$ cat config.mk
export PLATFORM = sky130hd
export DESIGN_NAME = uart_cmd_tx_flat
export DESIGN_NICKNAME = d
export VERILOG_FILES = /design/src/rtl/uart_pkg.sv /design/src/rtl/uart_cmd_tx_if.sv /design/src/rtl/uart_tx.sv /design/src/rtl/uart_cmd_tx.sv /design/src/flat_wrapper.sv
export SDC_FILE = /design/constraint.sdc
export NUM_CORES = 1
export LEC_CHECK = 0
export CAP_MARGIN = 20
export CELL_PAD_IN_SITES_DETAIL_PLACEMENT = 0
export CELL_PAD_IN_SITES_GLOBAL_PLACEMENT = 1
export CORE_AREA = 2 2 70 72
export CTS_CLUSTER_SIZE = 40
export DETAILED_ROUTE_END_ITERATION = 7
export DIE_AREA = 0 0 72 74
export GPL_ROUTABILITY_DRIVEN = 0
export PLACE_DENSITY = 0.85
export SYNTH_ARGS = -nofsm -noshare
export SYNTH_HDL_FRONTEND = slang
export SYNTH_SLANG_ARGS = --single-unit
$ cat constraint.sdc
create_clock -name clk -period 2.24 [get_ports clk]
set_input_delay 0.448 -clock clk [delete_from_list [all_inputs] [get_ports clk]]
set_output_delay 0.448 -clock clk [all_outputs]
set_load 0.005 [all_outputs]
$ cat src/rtl/uart_pkg.sv
// -----------------------------------------------------------------------------
// uart_pkg
// Shared definitions for the UART command transmitter: the byte-sequencing
// state encoding, the frame length and the default bit period.
// No ports (package).
// -----------------------------------------------------------------------------
package uart_pkg;

  // Byte-sequencing states of the command transmitter.
  typedef enum logic [1:0] {
    IDLE = 2'd0,
    HIGH = 2'd1,
    LOW  = 2'd2
  } state_t;

  // Start bit + 8 data bits + stop bit.
  localparam int FRAME_BITS = 10;

  // 50 MHz system clock / 19200 baud.
  localparam int BAUD_DIV_DEFAULT = 2604;

endpackage

$ cat src/rtl/uart_cmd_tx_if.sv
// -----------------------------------------------------------------------------
// uart_cmd_tx_if
// Host-side command handshake of the UART command transmitter.
//   snd_cmd  host -> tx   single-cycle request to send cmd
//   cmd      host -> tx   16-bit command word, sampled on acceptance
//   busy     tx -> host   transfer in progress
//   cmd_snt  tx -> host   sticky "last command fully transmitted"
// Modports: master (host side), slave (transmitter side).
// -----------------------------------------------------------------------------
interface uart_cmd_tx_if;

  logic        snd_cmd;
  logic [15:0] cmd;
  logic        busy;
  logic        cmd_snt;

  modport master (
    output snd_cmd,
    output cmd,
    input  busy,
    input  cmd_snt
  );

  modport slave (
    input  snd_cmd,
    input  cmd,
    output busy,
    output cmd_snt
  );

endinterface

$ cat src/rtl/uart_tx.sv
// -----------------------------------------------------------------------------
// uart_tx
// Bit-level 8N1 UART transmitter. A trmt pulse loads {tx_data, start bit}
// into a 9-bit shift register; every BAUD_DIV cycles the register shifts
// right, filling with ones, so the stop bit and the idle level come for free.
// Ports:
//   clk      in   system clock
//   rst_n    in   asynchronous active-low reset
//   trmt     in   single-cycle load request (ignored mid-frame)
//   tx_data  in   byte to send, LSB first
//   TX       out  serial line, idle high
//   tx_done  out  single-cycle pulse on the last cycle of the stop bit
// -----------------------------------------------------------------------------
module uart_tx
  import uart_pkg::*;
#(
  parameter int BAUD_DIV = BAUD_DIV_DEFAULT
) (
  input  logic       clk,
  input  logic       rst_n,
  input  logic       trmt,
  input  logic [7:0] tx_data,
  output logic       TX,
  output logic       tx_done
);

  localparam int               CNT_W     = $clog2(BAUD_DIV);
  localparam logic [CNT_W-1:0] BAUD_LAST = CNT_W'(BAUD_DIV - 1);
  localparam logic [3:0]       STOP_IDX  = 4'(FRAME_BITS - 1);

  logic [8:0]       shift;
  logic [CNT_W-1:0] baud_cnt;
  logic [3:0]       bit_cnt;
  logic             active;
  logic             bit_end;
  logic             load;

  assign bit_end = active && (baud_cnt == BAUD_LAST);
  assign tx_done = bit_end && (bit_cnt == STOP_IDX);

  // A reload is allowed on the final stop-bit cycle so the next frame's start
  // bit follows the stop bit with no idle gap.
  assign load = trmt && (!active || tx_done);

  assign TX = shift[0];

  always_ff @(posedge clk or negedge rst_n) begin
    if (!rst_n) begin
      shift    <= '1;
      baud_cnt <= '0;
      bit_cnt  <= '0;
      active   <= 1'b0;
    end else if (load) begin
      shift    <= {tx_data, 1'b0};
      baud_cnt <= '0;
      bit_cnt  <= '0;
      active   <= 1'b1;
    end else if (bit_end) begin
      shift    <= {1'b1, shift[8:1]};
      baud_cnt <= '0;
      bit_cnt  <= bit_cnt + 4'd1;
      if (tx_done) begin
        active <= 1'b0;
      end
    end else if (active) begin
      baud_cnt <= baud_cnt + CNT_W'(1);
    end
  end

endmodule

$ cat src/rtl/uart_cmd_tx.sv
// -----------------------------------------------------------------------------
// uart_cmd_tx
// Sends a 16-bit command word as two back-to-back 8N1 UART frames, high byte
// first. The word is captured in a holding register on acceptance, so later
// changes on cmd do not affect the transfer in flight.
// Ports:
//   clk    in    system clock
//   rst_n  in    asynchronous active-low reset
//   host   slave uart_cmd_tx_if: snd_cmd/cmd in, busy/cmd_snt out
//   TX     out   serial line, idle high
// -----------------------------------------------------------------------------
module uart_cmd_tx
  import uart_pkg::*;
#(
  parameter int BAUD_DIV = BAUD_DIV_DEFAULT
) (
  input  logic          clk,
  input  logic          rst_n,
  uart_cmd_tx_if.slave  host,
  output logic          TX
);

  state_t      state;
  state_t      state_nxt;
  logic [15:0] held;
  logic        cmd_snt;
  logic        accept;
  logic        trmt;
  logic        set_snt;
  logic        tx_done;
  logic [7:0]  tx_data;

  always_ff @(posedge clk or negedge rst_n) begin
    if (!rst_n) begin
      state <= IDLE;
    end else begin
      state <= state_nxt;
    end
  end

  always_ff @(posedge clk or negedge rst_n) begin
    if (!rst_n) begin
      held    <= '0;
      cmd_snt <= 1'b0;
    end else if (accept) begin
      held    <= host.cmd;
      cmd_snt <= 1'b0;
    end else if (set_snt) begin
      cmd_snt <= 1'b1;
    end
  end

  // The high byte is taken straight from cmd on the accept cycle because the
  // holding register only captures it at that same edge.
  always_comb begin
    state_nxt = state;
    accept    = 1'b0;
    trmt      = 1'b0;
    set_snt   = 1'b0;
    tx_data   = held[7:0];
    case (state)
      IDLE: begin
        if (host.snd_cmd) begin
          accept    = 1'b1;
          trmt      = 1'b1;
          tx_data   = host.cmd[15:8];
          state_nxt = HIGH;
        end
      end
      HIGH: begin
        if (tx_done) begin
          trmt      = 1'b1;
          tx_data   = held[7:0];
          state_nxt = LOW;
        end
      end
      LOW: begin
        if (tx_done) begin
          set_snt   = 1'b1;
          state_nxt = IDLE;
        end
      end
      default: begin
        state_nxt = IDLE;
      end
    endcase
  end

  assign host.busy    = (state != IDLE);
  assign host.cmd_snt = cmd_snt;

  uart_tx #(
    .BAUD_DIV (BAUD_DIV)
  ) u_tx (
    .clk     (clk),
    .rst_n   (rst_n),
    .trmt    (trmt),
    .tx_data (tx_data),
    .TX      (TX),
    .tx_done (tx_done)
  );

endmodule
$ cat src/flat_wrapper.sv
// flat-port wrapper written by rule: the top's interface ports become plain ports
module uart_cmd_tx_flat import uart_pkg::*;
#(
  parameter int BAUD_DIV = BAUD_DIV_DEFAULT
)
  (clk, rst_n, TX, host_snd_cmd, host_cmd, host_busy, host_cmd_snt);
  uart_cmd_tx_if host_i ();
  input  logic clk;
  input  logic rst_n;
  output logic TX;
  input wire logic [$bits(host_i.snd_cmd)-1:0] host_snd_cmd;
  input wire logic [$bits(host_i.cmd)-1:0] host_cmd;
  output wire logic [$bits(host_i.busy)-1:0] host_busy;
  output wire logic [$bits(host_i.cmd_snt)-1:0] host_cmd_snt;
  assign host_i.snd_cmd = host_snd_cmd;
  assign host_i.cmd = host_cmd;
  assign host_busy = host_i.busy;
  assign host_cmd_snt = host_i.cmd_snt;
  uart_cmd_tx #(.BAUD_DIV(BAUD_DIV)) u_core (.clk(clk), .rst_n(rst_n), .host(host_i), .TX(TX));
endmodule
==> results of run 1 <==
[cells by family after synthesis]
family	after synthesis
buffers and inverters	12
XOR/XNOR	7
AND/OR/NAND/NOR	85
AO/OA/AOI/OAI	24
multiplexers	22
flip-flops	37
adder cells (fa/ha/maj)	3
[synth_stat cells (all sizes together)]
cell type | number | area share [%]
nand2 | 36 | 7.1
dfrtp | 28 | 37
mux2i | 21 | 11
nor2 | 14 | 2.8
o21ai | 13 | 3.4
dfstp | 9 | 12
nand4 | 7 | 3.1
a21oi | 6 | 1.8
and3 | 6 | 2.0
xor2 | 6 | 2.8
buf | 5 | 1.6
nand3 | 5 | 1.3
clkbuf | 4 | 0.79
nor3b | 4 | 1.6
ha | 3 | 2.0
inv | 3 | 0.59
and4 | 2 | 0.92
nand2b | 2 | 0.66
o21a | 2 | 0.79
a21boi | 1 | 0.39
and2 | 1 | 0.33
and3b | 1 | 0.46
and4b | 1 | 0.52
and4bb | 1 | 0.66
mux2 | 1 | 0.59
nand3b | 1 | 0.39
nor2b | 1 | 0.33
nor4b | 1 | 1.2
o31ai | 1 | 0.39
o32ai | 1 | 0.46
or2 | 1 | 0.33
or3 | 1 | 0.33
xnor2 | 1 | 0.46
[layout make-up]
type | instances | share of cell area [%]
repair buffers | 29 | 12.27
clock buffers | 5 | 2.986
inverters | 3 | 0.4886
well taps | 54 | 2.932
clock inverters | 3 | 0.7600
multi-input cells | 141 | 39.90
flip-flops and latches | 37 | 40.66
[power groups by stage]
stage	Clock [mW]	Combinational [mW]	Sequential, mW
floorplan	0	0.0164	0.704
detailed placement	0	0.0656	0.706
global placement	0	0.0642	0.706
global route	0.508	0.0724	0.696
CTS	0.479	0.0657	0.694
finish	0.464	0.0637	0.694
[layer usage]
metal / vias to the layer above / part of all wire (%)
met2: 19 / 45
li1: 713 / -
met1: 660 / 50
met4: 0 / 2.0
met3: 7 / 2.5
met5: - / 0
[metrics by stage]
stage	std cells	power (mW)	setup WS [ps]	util [%]
CTS	272	1.238	216.5	50.12
global route	272	1.276	109.9	50.12
global placement	264	0.7699	185.1	48.24
finish	272	1.222	225.8	50.12
detailed placement	264	0.7718	115.3	48.24
floorplan	190	0.7207	375.9	-
[worst max-delay path by stage]
stage          slack, ps                                to
6_report             230  u_core.u_tx.shift[3]$_DFFE_PN1P_
5_1_grt              110  u_core.u_tx.shift[3]$_DFFE_PN1P_
4_1_cts              220  u_core.u_tx.shift[3]$_DFFE_PN1P_
3_5_place_dp         120  u_core.u_tx.shift[3]$_DFFE_PN1P_
3_3_place_gp         190  u_core.u_tx.shift[1]$_DFFE_PN1P_
2_1_floorplan        380  u_core.u_tx.shift[5]$_DFFE_PN1P_
[sequential cells by signal, summed over array words and instances, names as in the netlist]
signal / cells
u_core.held: 8
u_core.host.cmd_snt: 1
u_core.state: 2
u_core.u_tx.active: 1
u_core.u_tx.baud_cnt: 12
u_core.u_tx.bit_cnt: 4
u_core.u_tx.shift: 9
[critical path, cell delays in order, from the launching register on]
cell     delay (ps)
dfrtp_1         380
ha_1            310
and4b_1         310
nand4_4         170
o21a_1          250
a21oi_2         160
buf_12          160
mux2i_1         200
==> qor.json, run 1 <==
{
  "outcome": {"value": "finished clean"},
  "ctsHoldBuffers": {"value": 0},
  "layout_worst_path_cycle_share": {"value": 89.92, "unit": "%"},
  "most-common-layout-cells": {"value": "nand2_1, dfrtp_1, mux2i_1, clkdlybuf4s50_1, nor2_1"},
  "grt_pass1_wl": {"value": 5996, "unit": "um"},
  "compound_gate_fraction_of_synth_area": {"value": 7.213, "unit": "%"},
  "worst_setup_hold_path_clk_slew": {"value": 70, "unit": "ps"},
  "instance_count_of_the_mapped_netlist": {"value": 190},
  "tritoncts": {"value": "yes"},
  "hold_viol_final": {"value": 0},
  "drive_gt1_share": {"value": 14.22, "unit": "%"},
  "design.final.nets": {"value": 239},
  "synthXorXnorAreaFrac": {"value": 3.213, "unit": "%"},
  "dieWidth": {"value": 72, "unit": "um"},
  "cts-resized-gates": {"value": 0},
  "htree_num_levels": {"value": 2},
  "yosys.cell_types.count": {"value": 38},
  "dr_total_vias": {"value": 1399},
  "initial_antenna_violation_count": {"value": 0},
  "layout_min_cycle_time": {"value": 2014, "unit": "ps"},
  "hpwlAfterDp": {"value": 2418, "unit": "um"},
  "powerDensity": {"value": 530.1, "unit": "nW/um^2"},
  "synth_seq_cells": {"value": 37},
  "groute.layer.met1.usage": {"value": 20.83, "unit": "%"},
  "crit_arrival": {"value": 2230, "unit": "ps"},
  "ioPinCount": {"value": 22},
  "drc": {"value": 0},
  "synthesis.yosys.warnings": {"value": 0},
  "placement_rows": {"value": 25},
  "firstDrtPassIters": {"value": 4},
  "switchingPower": {"value": 0.2820, "unit": "mW"},
  "totalNegativeSetupSlack": {"value": 0, "unit": "ps"},
  "global_route.usage.met2": {"value": 21.81, "unit": "%"},
  "rsz_0062_raised_after_global_routing": {"value": "no"},
  "area_after_detailed_placement": {"value": 2218, "unit": "um^2"},
  "synthSimpleGateAreaFrac": {"value": 23.93, "unit": "%"},
  "grt.busiest_layer": {"value": "met2"},
  "via_count_of_the_first_global_routing_pass": {"value": 1273},
  "worstHoldStart": {"value": "u_core.u_tx.shift[0]$_DFFE_PN1P_"},
  "min_delay_path_depth": {"value": 2},
  "cellLeakagePower": {"value": 1.024, "unit": "nW"},
  "post_cts_buffers": {"value": 0},
  "dieHeight": {"value": 74, "unit": "um"},
  "pwr-share-seq": {"value": 56.8, "unit": "%"},
  "mostFrequentLayoutCell": {"value": "nand2_1"},
  "required": {"value": 2450, "unit": "ps"},
  "num_cts_buffers": {"value": 5},
  "comb_power_share": {"value": 5.2, "unit": "%"},
  "clkPwrFrac": {"value": 38.0, "unit": "%"},
  "io_buffers": {"value": 21},
  "worst_r2r_startpoint": {"value": "u_core.u_tx.baud_cnt[0]$_DFFE_PN0P_"},
  "postRouteWirelength": {"value": 3481, "unit": "um"},
  "worst-r2r-cell-count": {"value": 7},
  "ff_latch_area": {"value": 937.1, "unit": "um^2"},
  "vdd_drop_max": {"value": 0.3564, "unit": "mV"},
  "slew_violations": {"value": 0},
  "gr-usage-met3": {"value": 3.252, "unit": "%"},
  "grt_start_max_net_pins": {"value": 38},
  "detail-route-antenna-nets": {"value": 0},
  "synthesis.area": {"value": 1908, "unit": "um^2"},
  "post_route_worst_hold_slack": {"value": 467.9, "unit": "ps"},
  "cts.path.max_buffers": {"value": 2},
  "syn-num-nets": {"value": 212},
  "area_growth": {"value": 20.79, "unit": "%"},
  "timing_worst_setup_path_type": {"value": "reg -> reg"},
  "gr-total-overflow": {"value": 0},
  "worst_setup_path_startpoint": {"value": "u_core.u_tx.baud_cnt[0]$_DFFE_PN0P_"},
  "min_delay_worst_endpoint": {"value": "u_core.u_tx.shift[0]$_DFFE_PN1P_"},
  "combinational_family_with_the_most_area_after_synthesis": {"value": "simple AND/OR/NAND/NOR gates"},
  "routed_wire_length_per_instance": {"value": 12.80, "unit": "um"},
  "gr-usage-all-layers": {"value": 14.68, "unit": "%"},
  "antenna_cells_inserted": {"value": 0},
  "placeableCoreArea": {"value": 4598, "unit": "um^2"},
  "worstSkewPairLatency": {"value": 290, "unit": "ps"},
  "multi_input_area": {"value": 919.6, "unit": "um^2"},
  "post_dr_vias_cell": {"value": 5.143},
  "ys_seq_area_share": {"value": 49.11, "unit": "%"},
  "cp-end-kind": {"value": "register"},
  "r2r_setup_slack": {"value": 230, "unit": "ps"},
  "maxCapViolations": {"value": 0},
  "start_util": {"value": 41.50, "unit": "%"},
  "design.die.area": {"value": 5328, "unit": "um^2"},
  "slew_at_the_pin_closest_to_its_max_slew_limit": {"value": 482.8, "unit": "ps"},
  "regToRegEndpoint": {"value": "u_core.u_tx.shift[3]$_DFFE_PN1P_"},
  "p_int": {"value": 0.9397, "unit": "mW"},
  "timing.max_slew.rel_slack": {"value": 67.59, "unit": "%"},
  "synth.area.mux_share": {"value": 11.61, "unit": "%"},
  "timing.critical_path.from_type": {"value": "register"},
  "critical_path_peak_fanout": {"value": 12},
  "postSynthAreaPerCell": {"value": 10.04, "unit": "um^2"},
  "detail_route.iter0.violations": {"value": 54},
  "clock_sink_total": {"value": 37},
  "timing.clock.skew": {"value": 8.180, "unit": "ps"},
  "total_of_endpoints_with_negative_setup_slack_in_the_final_report": {"value": 0},
  "yosys.area_share.adder": {"value": 1.967, "unit": "%"},
  "finish.instance_area": {"value": 2305, "unit": "um^2"},
  "maxClockFrequency": {"value": 0.4965, "unit": "GHz"},
  "fillCellCount": {"value": 421},
  "switching_share": {"value": 23.08, "unit": "%"},
  "min-delay-path-class": {"value": "reg -> reg"},
  "cts_root_buffer_type": {"value": "clkbuf_8"}
}
(Power assumes the default switching activity.)
==> run 2, diff against run 1 <==
--- a/config.mk
+++ b/config.mk
@@ -6,12 +6,10 @@
 export NUM_CORES = 1
 export LEC_CHECK = 0
 export CAP_MARGIN = 20
-export CELL_PAD_IN_SITES_DETAIL_PLACEMENT = 0
-export CELL_PAD_IN_SITES_GLOBAL_PLACEMENT = 1
-export CORE_AREA = 2 2 70 72
+export CORE_AREA = 2 2 62 64
 export CTS_CLUSTER_SIZE = 40
 export DETAILED_ROUTE_END_ITERATION = 7
-export DIE_AREA = 0 0 72 74
+export DIE_AREA = 0 0 64 66
 export GPL_ROUTABILITY_DRIVEN = 0
 export PLACE_DENSITY = 0.85
 export SYNTH_ARGS = -nofsm -noshare
==> constraint.sdc (replaced) <==
create_clock -name clk -period 1.9 [get_ports clk]
set_input_delay 0.38 -clock clk [delete_from_list [all_inputs] [get_ports clk]]
set_output_delay 0.38 -clock clk [all_outputs]
set_load 0.005 [all_outputs]
==> qor.json, run 2 (synthesis results as in run 1) <==
{
  "outcome": {"value": "finished clean"},
  "cellLeakagePower": {"value": 1.042, "unit": "nW", "change": "+1.8%"},
  "ff_latch_area": {"value": 937.1, "unit": "um^2", "change": "unchanged"},
  "placeableCoreArea": {"value": 3551, "unit": "um^2", "change": "-23%"},
  "area_after_detailed_placement": {"value": 2241, "unit": "um^2", "change": "+1.0%"},
  "dr_total_vias": {"value": 1463, "change": "+4.6%"},
  "tritoncts": {"value": "yes"},
  "registers.top_by_ff_count": {"value": "u_core.u_tx.baud_cnt"},
  "critical-path-slowest-cell": {"value": "dfrtp_1"},
  "vdd_drop_max": {"value": 0.5331, "unit": "mV", "change": "+50%"},
  "total_of_endpoints_with_negative_setup_slack_in_the_final_report": {"value": 0, "change": "unchanged"},
  "design.die.area": {"value": 4224, "unit": "um^2", "change": "-21%"},
  "slew_at_the_pin_closest_to_its_max_slew_limit": {"value": 454.2, "unit": "ps", "change": "-28.64 ps"},
  "series_of_cell_instances_along_the_critical_path": {"value": "ha_1 -> and4b_2 -> nand4_4 -> o21a_1 -> a21oi_2 -> buf_12 -> mux2i_2"},
  "powerDensity": {"value": 568.8, "unit": "nW/um^2", "change": "+7.3%"},
  "dieHeight": {"value": 66, "unit": "um", "change": "-11%"},
  "design.final.nets": {"value": 245, "change": "+2.5%"},
  "worst_setup_hold_path_clk_slew": {"value": 110, "unit": "ps", "change": "+40 ps"},
  "routed_wire_length_per_instance": {"value": 13.42, "unit": "um", "change": "+4.8%"},
  "maxClockFrequency": {"value": 0.5481, "unit": "GHz", "change": "+10%"},
  "timing.critical_path.from_type": {"value": "register"},
  "dieWidth": {"value": 64, "unit": "um", "change": "-11%"},
  "drive_gt1_share": {"value": 17.41, "unit": "%", "change": "+3.2 points"},
  "detail_route.iter0.violations": {"value": 48, "change": "-11%"},
  "via_count_of_the_first_global_routing_pass": {"value": 1419, "change": "+11%"},
  "postRouteWirelength": {"value": 3649, "unit": "um", "change": "+4.8%"},
  "multi_input_area": {"value": 928.4, "unit": "um^2", "change": "+0.95%"},
  "post-layout-total-power": {"value": 1.325, "unit": "mW", "change": "+8.5%"},
  "rsz_0062_raised_after_global_routing": {"value": "yes"},
  "dpl_worst_slack": {"value": -94.38, "unit": "ps", "change": "-209.7 ps"},
  "cts_root_buffer_type": {"value": "clkbuf_4"},
  "hpwlAfterDp": {"value": 2624, "unit": "um", "change": "+8.5%"},
  "grt_start_max_net_pins": {"value": 38, "change": "unchanged"},
  "finish.instance_area": {"value": 2330, "unit": "um^2", "change": "+1.1%"},
  "htree_num_levels": {"value": 2, "change": "unchanged"},
  "timing_worst_setup_path_type": {"value": "reg -> reg"},
  "critical_path_peak_fanout": {"value": 12, "change": "unchanged"},
  "most-common-layout-cells": {"value": "nand2_1, dfrtp_1, clkdlybuf4s50_1, mux2i_1, nor2_1"},
  "start_util": {"value": 53.74, "unit": "%", "change": "+12 points"},
  "setup_ws": {"value": 75.42, "unit": "ps", "change": "-150.4 ps"},
  "clock_sink_total": {"value": 37, "change": "unchanged"},
  "crit_arrival": {"value": 2080, "unit": "ps", "change": "-150 ps"},
  "grt.busiest_layer": {"value": "met2"},
  "maxCapViolations": {"value": 0, "change": "unchanged"},
  "required": {"value": 2160, "unit": "ps", "change": "-290 ps"},
  "grt_pass1_wl": {"value": 6582, "unit": "um", "change": "+9.8%"},
  "cp-end-kind": {"value": "register"},
  "timing.max_slew.rel_slack": {"value": 69.72, "unit": "%", "change": "+2.1 points"},
  "antenna_cells_inserted": {"value": 0, "change": "unchanged"},
  "gr-usage-met3": {"value": 4.940, "unit": "%", "change": "+1.7 points"},
  "slew_violations": {"value": 0, "change": "unchanged"},
  "gr-total-overflow": {"value": 0, "change": "unchanged"},
  "largest_register_ff_count": {"value": 12, "change": "unchanged"},
  "hold_viol_final": {"value": 0, "change": "unchanged"},
  "num_cts_buffers": {"value": 5, "change": "unchanged"},
  "gr-usage-all-layers": {"value": 20.27, "unit": "%", "change": "+5.6 points"},
  "cts.path.max_buffers": {"value": 2, "change": "unchanged"},
  "area_growth": {"value": 22.10, "unit": "%"},
  "worstSkewPairLatency": {"value": 340, "unit": "ps", "change": "+50 ps"},
  "groute.layer.met1.usage": {"value": 27.92, "unit": "%", "change": "+7.1 points"},
  "worst_path_dominant_cell_family": {"value": "flip-flops"},
  "firstDrtPassIters": {"value": 4, "change": "unchanged"},
  "detail-route-antenna-nets": {"value": 0, "change": "unchanged"},
  "post_dr_vias_cell": {"value": 5.379, "change": "+4.6%"},
  "placement_rows": {"value": 22, "change": "-12%"},
  "fillCellCount": {"value": 271, "change": "-36%"},
  "max_stage_delay": {"value": 410, "unit": "ps", "change": "+30 ps"},
  "utilization": {"value": 65.61, "unit": "%", "change": "+15 points"},
  "global_route.usage.met2": {"value": 30.47, "unit": "%", "change": "+8.7 points"},
  "timing.clock.skew": {"value": 10.15, "unit": "ps", "change": "+1.970 ps"},
  "mostFrequentLayoutCell": {"value": "nand2_1"},
  "min-delay-path-class": {"value": "in -> async"},
  "layout_worst_path_cycle_share": {"value": 96.03, "unit": "%", "change": "+6.1 points"},
  "worst_path_buf_inv": {"value": 1, "change": "unchanged"},
  "layout_min_cycle_time": {"value": 1825, "unit": "ps", "change": "-189.6 ps"},
  "top_regs": {"value": "u_core.u_tx.baud_cnt x12, u_core.u_tx.shift x9, u_core.held x8"},
  "r2r_setup_slack": {"value": 80, "unit": "ps", "change": "-150 ps"},
  "totalNegativeSetupSlack": {"value": 0, "unit": "ps", "change": "unchanged"},
  "io_buffers": {"value": 21, "change": "unchanged"},
  "cp.depth": {"value": 7, "change": "unchanged"},
  "drc": {"value": 0, "change": "unchanged"},
  "initial_antenna_violation_count": {"value": 0, "change": "unchanged"},
  "worst-r2r-cell-count": {"value": 7, "change": "unchanged"},
  "ioPinCount": {"value": 22, "change": "unchanged"}
}
[run 2: per-stage QoR]
step	hold WS (ps)	instances
2_1_floorplan	84.41	190
4_1_cts	442.5	272
6_report	440.0	272
5_1_grt	469.4	272
3_5_place_dp	455.7	262
3_3_place_gp	448.1	262
[run 2: report_power, final]
| part | switching [mW] | internal [mW] | leakage [nW] |
|---|---|---|---|
| sequential | 0.00837 | 0.810 | 0.421 |
| combinational | 0.0324 | 0.0461 | 0.590 |
| clock | 0.247 | 0.181 | 0.0315 |
| total | 0.288 | 1.04 | 1.04 |
[run 2: area by class of cell]
type,count,share of cell area [%]
sequential,37,40.23
multi-input combinational,141,39.85
timing repair buffer,35,14.18
tap,48,2.578
clock buffer,7,2.363
inverter,3,0.4834
clock inverter,1,0.3222
[run 2: timing repair]
action / 4_1_cts / 5_1_grt
hold buffers: 0 / 0
buffers inserted: 2 / 0
resized for setup: 0 / 4
setup endpoints to repair: 1 / 5
pin swaps: 0 / 1
hold endpoints to repair: 0 / 0
[run 2: worst reg2reg max path: stages, from the launching register on]
cell	delay [ps]
dfrtp_1	410
ha_1	190
and4b_2	270
nand4_4	110
o21a_1	220
a21oi_2	150
buf_12	160
mux2i_2	230
[run 2: final timing paths]
kind                                                      from                                  end
hold / removal                                           rst_n  u_core.u_tx.baud_cnt[5]$_DFFE_PN0P_
max in group asynchronous                                rst_n     u_core.u_tx.shift[3]$_DFFE_PN1P_
setup reg to reg           u_core.u_tx.baud_cnt[0]$_DFFE_PN0P_     u_core.u_tx.shift[6]$_DFFE_PN1P_
min in group clk                    u_core.held[3]$_DFFE_PN0P_           u_core.held[3]$_DFFE_PN0P_
setup / recovery           u_core.u_tx.baud_cnt[0]$_DFFE_PN0P_     u_core.u_tx.shift[6]$_DFFE_PN1P_
hold reg to reg                     u_core.held[3]$_DFFE_PN0P_           u_core.held[3]$_DFFE_PN0P_
[run 2: per-layer routing]
| layer | vias up | wire (um) |
|---|---|---|
| met4 | 0 | 52 |
| met3 | 6 | 127 |
| met1 | 699 | 1682 |
| li1 | 727 | - |
| met2 | 31 | 1787 |
| met5 | - | 0 |
==> run 3, diff against run 2 <==
--- a/config.mk
+++ b/config.mk
@@ -6,12 +6,13 @@
 export NUM_CORES = 1
 export LEC_CHECK = 0
 export CAP_MARGIN = 20
-export CORE_AREA = 2 2 62 64
+export CORE_AREA = 2 2 65 67
 export CTS_CLUSTER_SIZE = 40
 export DETAILED_ROUTE_END_ITERATION = 7
-export DIE_AREA = 0 0 64 66
+export DIE_AREA = 0 0 67 69
 export GPL_ROUTABILITY_DRIVEN = 0
-export PLACE_DENSITY = 0.85
+export GPL_TIMING_DRIVEN = 0
+export PLACE_DENSITY = 0.71
 export SYNTH_ARGS = -nofsm -noshare
 export SYNTH_HDL_FRONTEND = slang
 export SYNTH_SLANG_ARGS = --single-unit
==> qor.json, run 3 (synthesis results as in run 1) <==
{
  "design.final.nets": {"value": 250, "change": "+2.0%"},
  "setup_ws": {"value": 73.73, "unit": "ps", "change": "-1.692 ps"},
  "layout_min_cycle_time": {"value": 1826, "unit": "ps", "change": "+1.692 ps"},
  "timing_worst_setup_path_type": {"value": "reg -> reg"},
  "gr-usage-all-layers": {"value": 18.31, "unit": "%", "change": "-2.0 points"},
  "worstSkewPairLatency": {"value": 290, "unit": "ps", "change": "-50 ps"},
  "critical_path_peak_fanout": {"value": 10, "change": "-2"},
  "post_dr_vias_cell": {"value": 5.226, "change": "-2.8%"},
  "ioPinCount": {"value": 22, "change": "unchanged"},
  "hpwlAfterDp": {"value": 2533, "unit": "um", "change": "-3.5%"},
  "io_buffers": {"value": 21, "change": "unchanged"},
  "gr-total-overflow": {"value": 0, "change": "unchanged"},
  "vdd_drop_max": {"value": 0.4833, "unit": "mV", "change": "-9.3%"},
  "multi_input_area": {"value": 937.1, "unit": "um^2", "change": "+0.94%"},
  "via_count_of_the_first_global_routing_pass": {"value": 1377, "change": "-3.0%"},
  "r2r_setup_slack": {"value": 70, "unit": "ps", "change": "about the same"},
  "detail_route.iter0.violations": {"value": 87, "change": "+81%"},
  "cts.path.max_buffers": {"value": 2, "change": "unchanged"},
  "registers.top_by_ff_count": {"value": "u_core.u_tx.baud_cnt"},
  "antenna_cells_inserted": {"value": 0, "change": "unchanged"},
  "mostFrequentLayoutCell": {"value": "nand2_1"},
  "initial_antenna_violation_count": {"value": 0, "change": "unchanged"},
  "dr_total_vias": {"value": 1458, "change": "-0.34%"},
  "top_regs": {"value": "u_core.u_tx.baud_cnt x12, u_core.u_tx.shift x9, u_core.held x8"},
  "drc": {"value": 0, "change": "unchanged"},
  "start_util": {"value": 48.75, "unit": "%", "change": "-5.0 points"},
  "largest_register_ff_count": {"value": 12, "change": "unchanged"},
  "most-common-layout-cells": {"value": "nand2_1, dfrtp_1, mux2i_1, clkdlybuf4s50_1, nor2_1"},
  "placeableCoreArea": {"value": 3914, "unit": "um^2", "change": "+10%"},
  "clock_sink_total": {"value": 37, "change": "unchanged"},
  "required": {"value": 2120, "unit": "ps", "change": "-40 ps"},
  "detail-route-antenna-nets": {"value": 0, "change": "unchanged"},
  "clkPwrFrac": {"value": 37.5, "unit": "%", "change": "+5.2 points"},
  "post-layout-total-power": {"value": 1.424, "unit": "mW", "change": "+7.5%"},
  "outcome": {"value": "finished clean"},
  "cellLeakagePower": {"value": 1.058, "unit": "nW", "change": "+1.5%"},
  "fillCellCount": {"value": 366, "change": "+35%"},
  "postRouteWirelength": {"value": 3756, "unit": "um", "change": "+2.9%"},
  "timing.critical_path.from_type": {"value": "register"},
  "slew_at_the_pin_closest_to_its_max_slew_limit": {"value": 800.6, "unit": "ps", "change": "+346.4 ps"},
  "ff_latch_area": {"value": 937.1, "unit": "um^2", "change": "unchanged"},
  "timing.max_slew.rel_slack": {"value": 46.63, "unit": "%", "change": "-23 points"},
  "ctsHoldBuffers": {"value": 0, "change": "unchanged"},
  "grt_pass1_wl": {"value": 6513, "unit": "um", "change": "-1.0%"},
  "grt_start_max_net_pins": {"value": 38, "change": "unchanged"},
  "htree_num_levels": {"value": 2, "change": "unchanged"},
  "firstDrtPassIters": {"value": 4, "change": "unchanged"},
  "cp-end-kind": {"value": "register"},
  "layout_worst_path_cycle_share": {"value": 96.12, "unit": "%", "change": "about the same"},
  "area_growth": {"value": 23.41, "unit": "%"},
  "slew_violations": {"value": 0, "change": "unchanged"},
  "worst_setup_hold_path_clk_slew": {"value": 70, "unit": "ps", "change": "-40 ps"},
  "cts_root_buffer_type": {"value": "clkbuf_8"},
  "rsz_0062_raised_after_global_routing": {"value": "yes"},
  "num_cts_buffers": {"value": 5, "change": "unchanged"},
  "total_of_endpoints_with_negative_setup_slack_in_the_final_report": {"value": 0, "change": "unchanged"},
  "timing.clock.skew": {"value": 4.412, "unit": "ps", "change": "-5.738 ps"},
  "switchingPower": {"value": 0.3174, "unit": "mW", "change": "+10%"},
  "dpl_worst_slack": {"value": -301.0, "unit": "ps", "change": "-206.6 ps"},
  "comb_power_share": {"value": 5.1, "unit": "%", "change": "-0.8 points"},
  "routed_wire_length_per_instance": {"value": 13.46, "unit": "um", "change": "+0.35%"},
  "placement_rows": {"value": 23, "change": "+4.5%"},
  "min-delay-path-class": {"value": "in -> async"},
  "drive_gt1_share": {"value": 17.47, "unit": "%", "change": "+0.057 points"},
  "powerDensity": {"value": 604.7, "unit": "nW/um^2", "change": "+6.3%"},
  "maxClockFrequency": {"value": 0.5476, "unit": "GHz", "change": "about the same"},
  "dieHeight": {"value": 69, "unit": "um", "change": "+4.5%"},
  "hold_viol_final": {"value": 0, "change": "unchanged"},
  "switching_share": {"value": 22.29, "unit": "%", "change": "+0.54 points"},
  "dieWidth": {"value": 67, "unit": "um", "change": "+4.7%"},
  "tritoncts": {"value": "yes"},
  "p_int": {"value": 1.107, "unit": "mW", "change": "+6.7%"},
  "design.die.area": {"value": 4623, "unit": "um^2", "change": "+9.4%"},
  "crit_arrival": {"value": 2040, "unit": "ps", "change": "-40 ps"},
  "pwr-share-seq": {"value": 57.4, "unit": "%", "change": "-4.3 points"},
  "maxCapViolations": {"value": 0, "change": "unchanged"}
}
==> run 3: changes by cell type in the layout (fill, tap and decap cells not counted), moves of 2 or more <==
cell and change:
mux2i_2 -2, clkinv_2 +2, clkbuf_4 -5, clkbuf_1 +4
mux2i_1 +2, buf_2 +5, clkbuf_8 +4, buf_4 -4
==> run 3: layout make-up <==
class / count / share of cell area [%]
clock inverter: 2 / 0.4251
multi-input combinational: 141 / 39.80
clock buffer: 6 / 3.082
inverter: 3 / 0.4782
sequential: 37 / 39.80
tap: 50 / 2.657
buffer: 9 / 1.966
timing repair buffer: 31 / 11.80
==> run 3: critical path, cell delays in order (launching register included) <==
cell and delay [ps]:
dfrtp_1 410, ha_4 190, and4b_2 250, nand3_1 270, buf_2 330, mux2i_1 220, mux2i_1 80
==> run 3: path summary, 6_finish.rpt <==
check | from | end | depth (start not counted)
worst max-delay path | u_core.u_tx.baud_cnt[1]$_DFFE_PN0P_ | u_core.u_tx.shift[4]$_DFFE_PN1P_ | 6
min in group clk | u_core.held[6]$_DFFE_PN0P_ | u_core.held[6]$_DFFE_PN0P_ | 2
worst min-delay path | rst_n | u_core.state[1]$_DFFE_PN0P_ | 1
worst max register to register | u_core.u_tx.baud_cnt[1]$_DFFE_PN0P_ | u_core.u_tx.shift[4]$_DFFE_PN1P_ | 6
worst min register to register | u_core.held[6]$_DFFE_PN0P_ | u_core.held[6]$_DFFE_PN0P_ | 2
max in group asynchronous | rst_n | u_core.u_tx.baud_cnt[2]$_DFFE_PN0P_ | 1
==> run 3: metal layers <==
layer,up-vias,global-route usage (%),share of wire [%]
li1,733,-,-
met1,686,26.45,47
met2,33,26.07,47
met3,6,4.405,3.7
met4,0,7.710,1.7
met5,-,0,0
==> run 3: power groups by stage <==
stage                     sequential, mW  combinational (mW)  clock, mW
after global placement             0.832              0.0744          0
final                              0.818              0.0724      0.534
after global routing               0.819              0.0828      0.589
after detailed placement           0.832              0.0746          0
after CTS                          0.818              0.0747      0.545
after floorplan                    0.830              0.0193          0
==> run 3: what timing repair did <==
item,in CTS,in global routing
resized for setup,5,1
setup endpoints to repair,21,7
gates cloned,1,0
pin swaps,4,2
buffers inserted,6,3
==> run 3: stage by stage <==
stage          TNS, ps  instances  area (um^2)  utilization (%)  hold slack, ps
6_report             0        279         2355            60.17           175.1
4_1_cts              0        276         2331            59.56           202.3
3_3_place_gp    -14850        261         2181            55.72           448.1
3_5_place_dp     -3460        261         2176            55.59           455.8
2_1_floorplan        0        190         1908                -           84.41
5_1_grt         -44.01        279         2355            60.17           255.4
